## src/rtl/register_pkg.sv

```systemverilog
// Shared definitions for the register write-back path: widths, the queued
// write entry, and the slot helper used when scanning entries by age.
package register_pkg;

  localparam int REG_COUNT = 16;
  localparam int SEL_W     = 4;
  localparam int DATA_W    = 32;

  typedef struct packed {
    logic [SEL_W-1:0]  dest;
    logic [DATA_W-1:0] data;
  } wb_entry_t;

  // Slot holding the entry that is `age` positions older than the most
  // recently written one (age 0 = youngest). depth must be a power of two.
  function automatic int unsigned youngest_match(input int unsigned tail,
                                                 input int unsigned age,
                                                 input int unsigned depth);
    return (tail + depth - 1 - age) & (depth - 1);
  endfunction

endpackage

```

## src/rtl/register_writeback_buffer_if.sv

```systemverilog
// Write-request channel from the execute/writeback stage into the buffer.
// Handshake: a request transfers on a rising edge where wr_valid && wr_ready;
// wr_ready depends only on buffer occupancy, never on wr_valid.
interface register_writeback_buffer_if #(
  parameter int SEL_W  = register_pkg::SEL_W,
  parameter int DATA_W = register_pkg::DATA_W
);
  logic              wr_valid;
  logic              wr_ready;
  logic [SEL_W-1:0]  wr_dest;
  logic [DATA_W-1:0] wr_data;

  modport master (output wr_valid, output wr_dest, output wr_data, input wr_ready);
  modport slave  (input wr_valid, input wr_dest, input wr_data, output wr_ready);
endinterface

```

## src/rtl/wb_forward_mux.sv

```systemverilog
// Combinational forwarding search: returns the data of the youngest queued
// entry whose destination matches sel_i, else the register file value.
module wb_forward_mux #(
  parameter int DEPTH  = 4,
  parameter int DATA_W = register_pkg::DATA_W,
  parameter int SEL_W  = register_pkg::SEL_W,
  localparam int PTR_W = $clog2(DEPTH),
  localparam int CNT_W = PTR_W + 1
) (
  input  logic [SEL_W-1:0]  dest_i [DEPTH],
  input  logic [DATA_W-1:0] data_i [DEPTH],
  input  logic [PTR_W-1:0]  tail_i,
  input  logic [CNT_W-1:0]  count_i,
  input  logic [SEL_W-1:0]  sel_i,
  input  logic [DATA_W-1:0] rf_data_i,
  output logic [DATA_W-1:0] data_o
);
  import register_pkg::*;

  logic [PTR_W-1:0] slot;

  // Walk oldest to youngest so the youngest match is the last one to land.
  always_comb begin
    data_o = rf_data_i;
    slot   = '0;
    for (int age = DEPTH - 1; age >= 0; age--) begin
      slot = PTR_W'(youngest_match(int'(tail_i), unsigned'(age), DEPTH));
      if ((CNT_W'(age) < count_i) && (dest_i[slot] == sel_i)) begin
        data_o = data_i[slot];
      end
    end
  end

endmodule

```

## src/rtl/register_writeback_buffer.sv

```systemverilog
// Pending-write FIFO in front of register_file: accepts writes, drains one
// per cycle into the file, and forwards still-queued data onto the read ports.
module register_writeback_buffer #(
  parameter int DEPTH  = 4,
  parameter int DATA_W = register_pkg::DATA_W,
  parameter int SEL_W  = register_pkg::SEL_W,
  localparam int PTR_W = $clog2(DEPTH),
  localparam int CNT_W = PTR_W + 1
) (
  input  logic                 clk,
  input  logic                 reset,
  register_writeback_buffer_if.slave wr,
  input  logic                 drain_hold,
  output logic [DATA_W-1:0]    port_c,
  output logic [SEL_W-1:0]     decoder_control,
  output logic                 load_enable,
  input  logic [SEL_W-1:0]     a_select,
  input  logic [SEL_W-1:0]     b_select,
  input  logic [DATA_W-1:0]    rf_port_a,
  input  logic [DATA_W-1:0]    rf_port_b,
  output logic [DATA_W-1:0]    port_a,
  output logic [DATA_W-1:0]    port_b,
  output logic [CNT_W-1:0]     pending_count
);
  import register_pkg::*;

  logic [SEL_W-1:0]  dest_q [DEPTH];
  logic [DATA_W-1:0] data_q [DEPTH];
  logic [PTR_W-1:0]  head_q, head_d;
  logic [PTR_W-1:0]  tail_q, tail_d;
  logic [CNT_W-1:0]  count_q, count_d;
  logic              full, empty, push, pop;

  assign full  = (count_q == CNT_W'(DEPTH));
  assign empty = (count_q == '0);

  // A full buffer refuses writes even when the head drains this same cycle.
  assign push = wr.wr_valid && !full;
  assign pop  = !empty && !drain_hold;

  assign wr.wr_ready   = !full;
  assign pending_count = count_q;

  always_comb begin
    head_d  = head_q;
    tail_d  = tail_q;
    count_d = count_q;
    if (pop)  head_d = head_q + 1'b1;
    if (push) tail_d = tail_q + 1'b1;
    case ({push, pop})
      2'b10:   count_d = count_q + 1'b1;
      2'b01:   count_d = count_q - 1'b1;
      default: count_d = count_q;
    endcase
  end

  always_ff @(posedge clk) begin
    if (reset) begin
      head_q  <= '0;
      tail_q  <= '0;
      count_q <= '0;
    end else begin
      head_q  <= head_d;
      tail_q  <= tail_d;
      count_q <= count_d;
    end
  end

  // Storage needs no reset: occupancy alone decides which slots are live.
  always_ff @(posedge clk) begin
    if (push) begin
      dest_q[tail_q] <= wr.wr_dest;
      data_q[tail_q] <= wr.wr_data;
    end
  end

  assign load_enable     = pop;
  assign port_c          = pop ? data_q[head_q] : '0;
  assign decoder_control = pop ? dest_q[head_q] : '0;

  wb_forward_mux #(.DEPTH(DEPTH), .DATA_W(DATA_W), .SEL_W(SEL_W)) u_fwd_a (
    .dest_i    (dest_q),
    .data_i    (data_q),
    .tail_i    (tail_q),
    .count_i   (count_q),
    .sel_i     (a_select),
    .rf_data_i (rf_port_a),
    .data_o    (port_a)
  );

  wb_forward_mux #(.DEPTH(DEPTH), .DATA_W(DATA_W), .SEL_W(SEL_W)) u_fwd_b (
    .dest_i    (dest_q),
    .data_i    (data_q),
    .tail_i    (tail_q),
    .count_i   (count_q),
    .sel_i     (b_select),
    .rf_data_i (rf_port_b),
    .data_o    (port_b)
  );

endmodule

```

## src/flat_wrapper.sv

```systemverilog
// flat-port wrapper written by rule: the top's interface ports become plain ports
module register_writeback_buffer_flat import register_pkg::*;
#(
  parameter int DEPTH  = 4,
  parameter int DATA_W = register_pkg::DATA_W,
  parameter int SEL_W  = register_pkg::SEL_W,
  localparam int PTR_W = $clog2(DEPTH),
  localparam int CNT_W = PTR_W + 1
)
  (clk, reset, drain_hold, port_c, decoder_control, load_enable, a_select, b_select, rf_port_a, rf_port_b, port_a, port_b, pending_count, wr_wr_valid, wr_wr_dest, wr_wr_data, wr_wr_ready);
  register_writeback_buffer_if #(.SEL_W(SEL_W), .DATA_W(DATA_W)) wr_i ();
  input  logic clk;
  input  logic reset;
  input  logic drain_hold;
  output logic [DATA_W-1:0] port_c;
  output logic [SEL_W-1:0] decoder_control;
  output logic load_enable;
  input  logic [SEL_W-1:0] a_select;
  input  logic [SEL_W-1:0] b_select;
  input  logic [DATA_W-1:0] rf_port_a;
  input  logic [DATA_W-1:0] rf_port_b;
  output logic [DATA_W-1:0] port_a;
  output logic [DATA_W-1:0] port_b;
  output logic [CNT_W-1:0] pending_count;
  input wire logic [$bits(wr_i.wr_valid)-1:0] wr_wr_valid;
  input wire logic [$bits(wr_i.wr_dest)-1:0] wr_wr_dest;
  input wire logic [$bits(wr_i.wr_data)-1:0] wr_wr_data;
  output wire logic [$bits(wr_i.wr_ready)-1:0] wr_wr_ready;
  assign wr_i.wr_valid = wr_wr_valid;
  assign wr_i.wr_dest = wr_wr_dest;
  assign wr_i.wr_data = wr_wr_data;
  assign wr_wr_ready = wr_i.wr_ready;
  register_writeback_buffer #(.DEPTH(DEPTH), .DATA_W(DATA_W), .SEL_W(SEL_W)) u_core (.clk(clk), .reset(reset), .wr(wr_i), .drain_hold(drain_hold), .port_c(port_c), .decoder_control(decoder_control), .load_enable(load_enable), .a_select(a_select), .b_select(b_select), .rf_port_a(rf_port_a), .rf_port_b(rf_port_b), .port_a(port_a), .port_b(port_b), .pending_count(pending_count));
endmodule
```

## config.mk

```make
export PLATFORM = sky130hd
export DESIGN_NAME = register_writeback_buffer_flat
export DESIGN_NICKNAME = d
export VERILOG_FILES = /design/src/rtl/register_pkg.sv /design/src/rtl/register_writeback_buffer_if.sv /design/src/rtl/wb_forward_mux.sv /design/src/rtl/register_writeback_buffer.sv /design/src/flat_wrapper.sv
export SDC_FILE = /design/constraint.sdc
export NUM_CORES = 1
export LEC_CHECK = 0
export ABC_AREA = 0
export BUFFER_PORTS_ARGS = -buffer_cell sky130_fd_sc_hd__buf_2
export CAP_MARGIN = 20
export CORE_UTILIZATION = 53
export CTS_CLUSTER_DIAMETER = 30
export DETAILED_ROUTE_END_ITERATION = 10
export MAX_ROUTING_LAYER = met4
export PLACE_DENSITY = 0.78
export REMOVE_ABC_BUFFERS = 1
export SLEW_MARGIN = 20
export SYNTH_ARGS = -nofsm -noshare
export SYNTH_HDL_FRONTEND = slang
export SYNTH_SLANG_ARGS = --single-unit
```

## constraint.sdc

```tcl
create_clock -name clk -period 4.06 [get_ports clk]
set_clock_uncertainty 0.15 [all_clocks]
set_input_delay 0.609 -clock clk [delete_from_list [all_inputs] [get_ports clk]]
set_output_delay 0.609 -clock clk [all_outputs]
set_load 0.005 [all_outputs]
```

==> results.ini <==
[outcome]
status = finished with violations
violations = negative setup slack

[place]
place.gp.congestion = 0.9953
dp.final_hpwl_um = 26160
port_buffers = 216
post-place-cells = 1713

[layout]
post-route-util_pct = 70.68
final_net_count = 1591
fill_cells = 1576
most-common-layout-cells = buf_2, mux2i_1, edfxtp_1, nand2_1, nor2_1
layout_commonest_cell = buf_2
final_cells = 1808
multi_input_area_mm2 = 0.008596
seqCellArea_mm2 = 0.004474
drive_gt1_share_pct = 39.11
area_growth_pct = 30.50

[clock_tree]
htreeDepth = 4
cts_tree = yes
cts.sinks = 151
cts.clk_slew.worst_paths_ns = 0.07
cts_buffers = 17
clk_path_buf_depth = 2
clock-root-buffer = clkbuf_16
clock_latency_ns = 0.43

[sta]
fin_crit_sh_pct = 103.7
setup_viol = 61
layout_setup_ws_ns = -0.1490
period_needed_ns = 4.209
grt_setup_unrepaired = true
hold_viol_final = 0
fmax_mhz = 237.6
setup_tns_ns = -2.590
hold_ws_ns = 0.2294
worstMarginPinSlew_ns = 0.9561
finalMaxSlewViolations = 0
relSlewSlack_pct = 36.26

[synth]
synthArstFlopShare_pct = 0
avgSynthCellArea_um2 = 10.04
syn_inst = 1266
synth_flop_cell = edfxtp_1
synth_edf_count = 144
yosys_warnings = 0
yosysSeqAreaShare_pct = 35.11
ys_types = 50
synth-seq-cells = 151
synth.cell_area_mm2 = 0.01271

[setup_path]
r2r_setup_slack_ns = 1.26
path_cells = inv_4 -> ha_4 -> buf_12 -> mux4_2 -> xor2_2 -> nor2_4 -> o211a_4 -> clkbuf_16 -> o311ai_2 -> o22ai_1 -> buf_2
crit_arrival_ns = 3.45
path_delay_family = compound AO/OA/AOI/OAI gates
reg2reg_to = u_core.pending_count[2]
critPathKind = flop to output pin
timing.critical_path.buf_inv = 4
r2r_start = u_core.pending_count[1]
slowest_delay_ns = 0.59
crit_fanout = 7
cp-end-kind = output pin
r2r_cells = 7
worstPathRequired_ns = 3.30
cp-start-kind = flop
slowest_stage = mux4_2

[drt]
num_vias = 12621
drtIter0Drc = 1809
ant_nets = 0
wl_um = 48350
drtPass1Iterations = 6
viasPerCell = 6.981
drc = 0
wl_per_cell_um = 26.74

[worst_hold_path]
hp-class = input port to flop
whs_path_depth = 1
min_to = u_core.data_q[70]
hold_start = wr_wr_data[6]

[global_route]
grt.overflow.total = 0
grt_pass1_wl_um = 64290
antenna_found_initial = 6
grt_pass1_vias = 11688
grt_max_degree = 77
grtUsageTotal_pct = 35.99

[power_and_ir_drop]
power_mw = 7.818
peakVddDrop_mv = 0.4073
p_leak_nw = 6.528
powerDensity_mw_per_mm2 = 471.2

[floorplan]
die_height_um = 156.9
coreArea_mm2 = 0.02347
die_w_um = 156.9
rows = 56
start_util_pct = 54.16
die-area_mm2 = 0.02461
ioPinCount = 217

[flow_run]
maxCapViolCount = 0

[power breakdown]
part	internal, mW	total (mW)	switching [mW]	leakage, nW
Sequential	1.86	2.09	0.229	1.38
Clock	0.791	1.48	0.692	0.260
Combinational	1.89	4.24	2.35	4.89
Total	4.54	7.82	3.27	6.53
[state kept, by name, summed over array words and instances, names as in the netlist]
signal,cells
u_core.data_q,128
u_core.dest_q,16
u_core.head_q,2
u_core.pending_count,3
u_core.tail_q,2
[layout make-up]
class                      count  share of cell area, %
multi-input combinational    981                  51.81
clock buffer                  17                  2.564
antenna                        6                0.09050
clock inverter                14                 0.7089
tap                          319                  2.406
timing repair buffer         314                  15.30
sequential                   151                  26.97
inverter                       6                 0.1508
[cell families (layout without fill, tap and decap cells)]
| logic type | Yosys count | count (layout) | share of synthesized area (%) |
|---|---|---|---|
| compound gates | 244 | 245 | 14.20 |
| flops | 151 | 151 | 35.11 |
| buf+inv | 135 | 351 | 4.960 |
| fa+ha+maj | 8 | 8 | 0.7874 |
| mux | 280 | 280 | 27.40 |
| simple gates | 407 | 407 | 14.71 |
| other cells | 0 | 6 | 0 |
| xor+xnor | 41 | 41 | 2.825 |
[cell usage after synthesis, types with 3 or more instances]
| cell | count | area, um^2 |
|---|---|---|
| mux2i_1 | 170 | 1702 |
| edfxtp_1 | 144 | 4324 |
| nand2_1 | 132 | 495.5 |
| nor2_1 | 107 | 401.6 |
| clkbuf_1 | 72 | 270.3 |
| nand3_1 | 72 | 360.4 |
| and2_1 | 64 | 400.4 |
| mux2_2 | 61 | 686.9 |
| mux4_2 | 46 | 1036 |
| o21ai_0 | 43 | 215.2 |
| a32oi_1 | 29 | 254.0 |
| o211ai_1 | 29 | 217.7 |
| xnor2_1 | 28 | 245.2 |
| a31o_1 | 27 | 236.5 |
| buf_2 | 27 | 135.1 |
| o21a_1 | 27 | 202.7 |
| o22ai_1 | 27 | 168.9 |
| buf_1 | 15 | 56.30 |
| o311ai_0 | 13 | 113.9 |
| o311ai_1 | 13 | 113.9 |
| xor2_1 | 13 | 113.9 |
| a21oi_1 | 11 | 55.05 |
| nor3_1 | 10 | 50.05 |
| buf_6 | 9 | 101.4 |
| ha_1 | 8 | 100.1 |
| dfxtp_1 | 7 | 140.1 |
| buf_4 | 6 | 45.04 |
| nor2b_1 | 6 | 37.54 |
| a2111oi_0 | 5 | 43.79 |
| inv_1 | 5 | 18.77 |
| o32ai_1 | 5 | 43.79 |
| and3_1 | 4 | 25.02 |
| nand3b_1 | 4 | 30.03 |
| a41o_1 | 3 | 30.03 |
| or3_1 | 3 | 18.77 |
[through the flow]
step | area, um^2 | setup WS (ns)
floorplan | 12110 | -9.669
global placement | 14170 | 0.2131
detailed placement | 14170 | 0.1507
CTS | 15280 | -0.03059
global route | 16590 | -0.1924
finish | 16590 | -0.1490
[worst register-to-register path, cell delays in order, from the launching register on]
cell and delay [ns]:
dfxtp_1 0.47, inv_1 0.13, ha_1 0.24, a21oi_4 0.59
buf_4 0.32, ha_1 0.31, or3_1 0.38, a21oi_1 0.14
[metal layers]
layer  global-route usage (%)  routed length (um)
met4                    20.87                3317
met3                    7.643                6271
met2                    56.04               21600
met5                        -                   0
met1                    43.18               17160
[worst max path at each step]
stage	start	end	slack (ns)	depth (start not counted)
floorplan	u_core.tail_q[0]	port_a[0]	-9.67	8
global placement	u_core.tail_q[1]	port_a[23]	0.21	11
detailed placement	u_core.tail_q[1]	port_a[6]	0.15	11
CTS	u_core.tail_q[0]	port_a[1]	-0.03	11
global route	u_core.tail_q[0]	port_a[10]	-0.19	11
finish	u_core.tail_q[0]	port_a[10]	-0.15	11
[what timing repair did]
item	4_1_cts	5_1_grt
resized for setup	45	153
setup endpoints to repair	64	64
setup buffers	19	19
pin swaps	15	43
hold buffers	0	0
cloned	7	14
(Power assumes the default switching activity.)
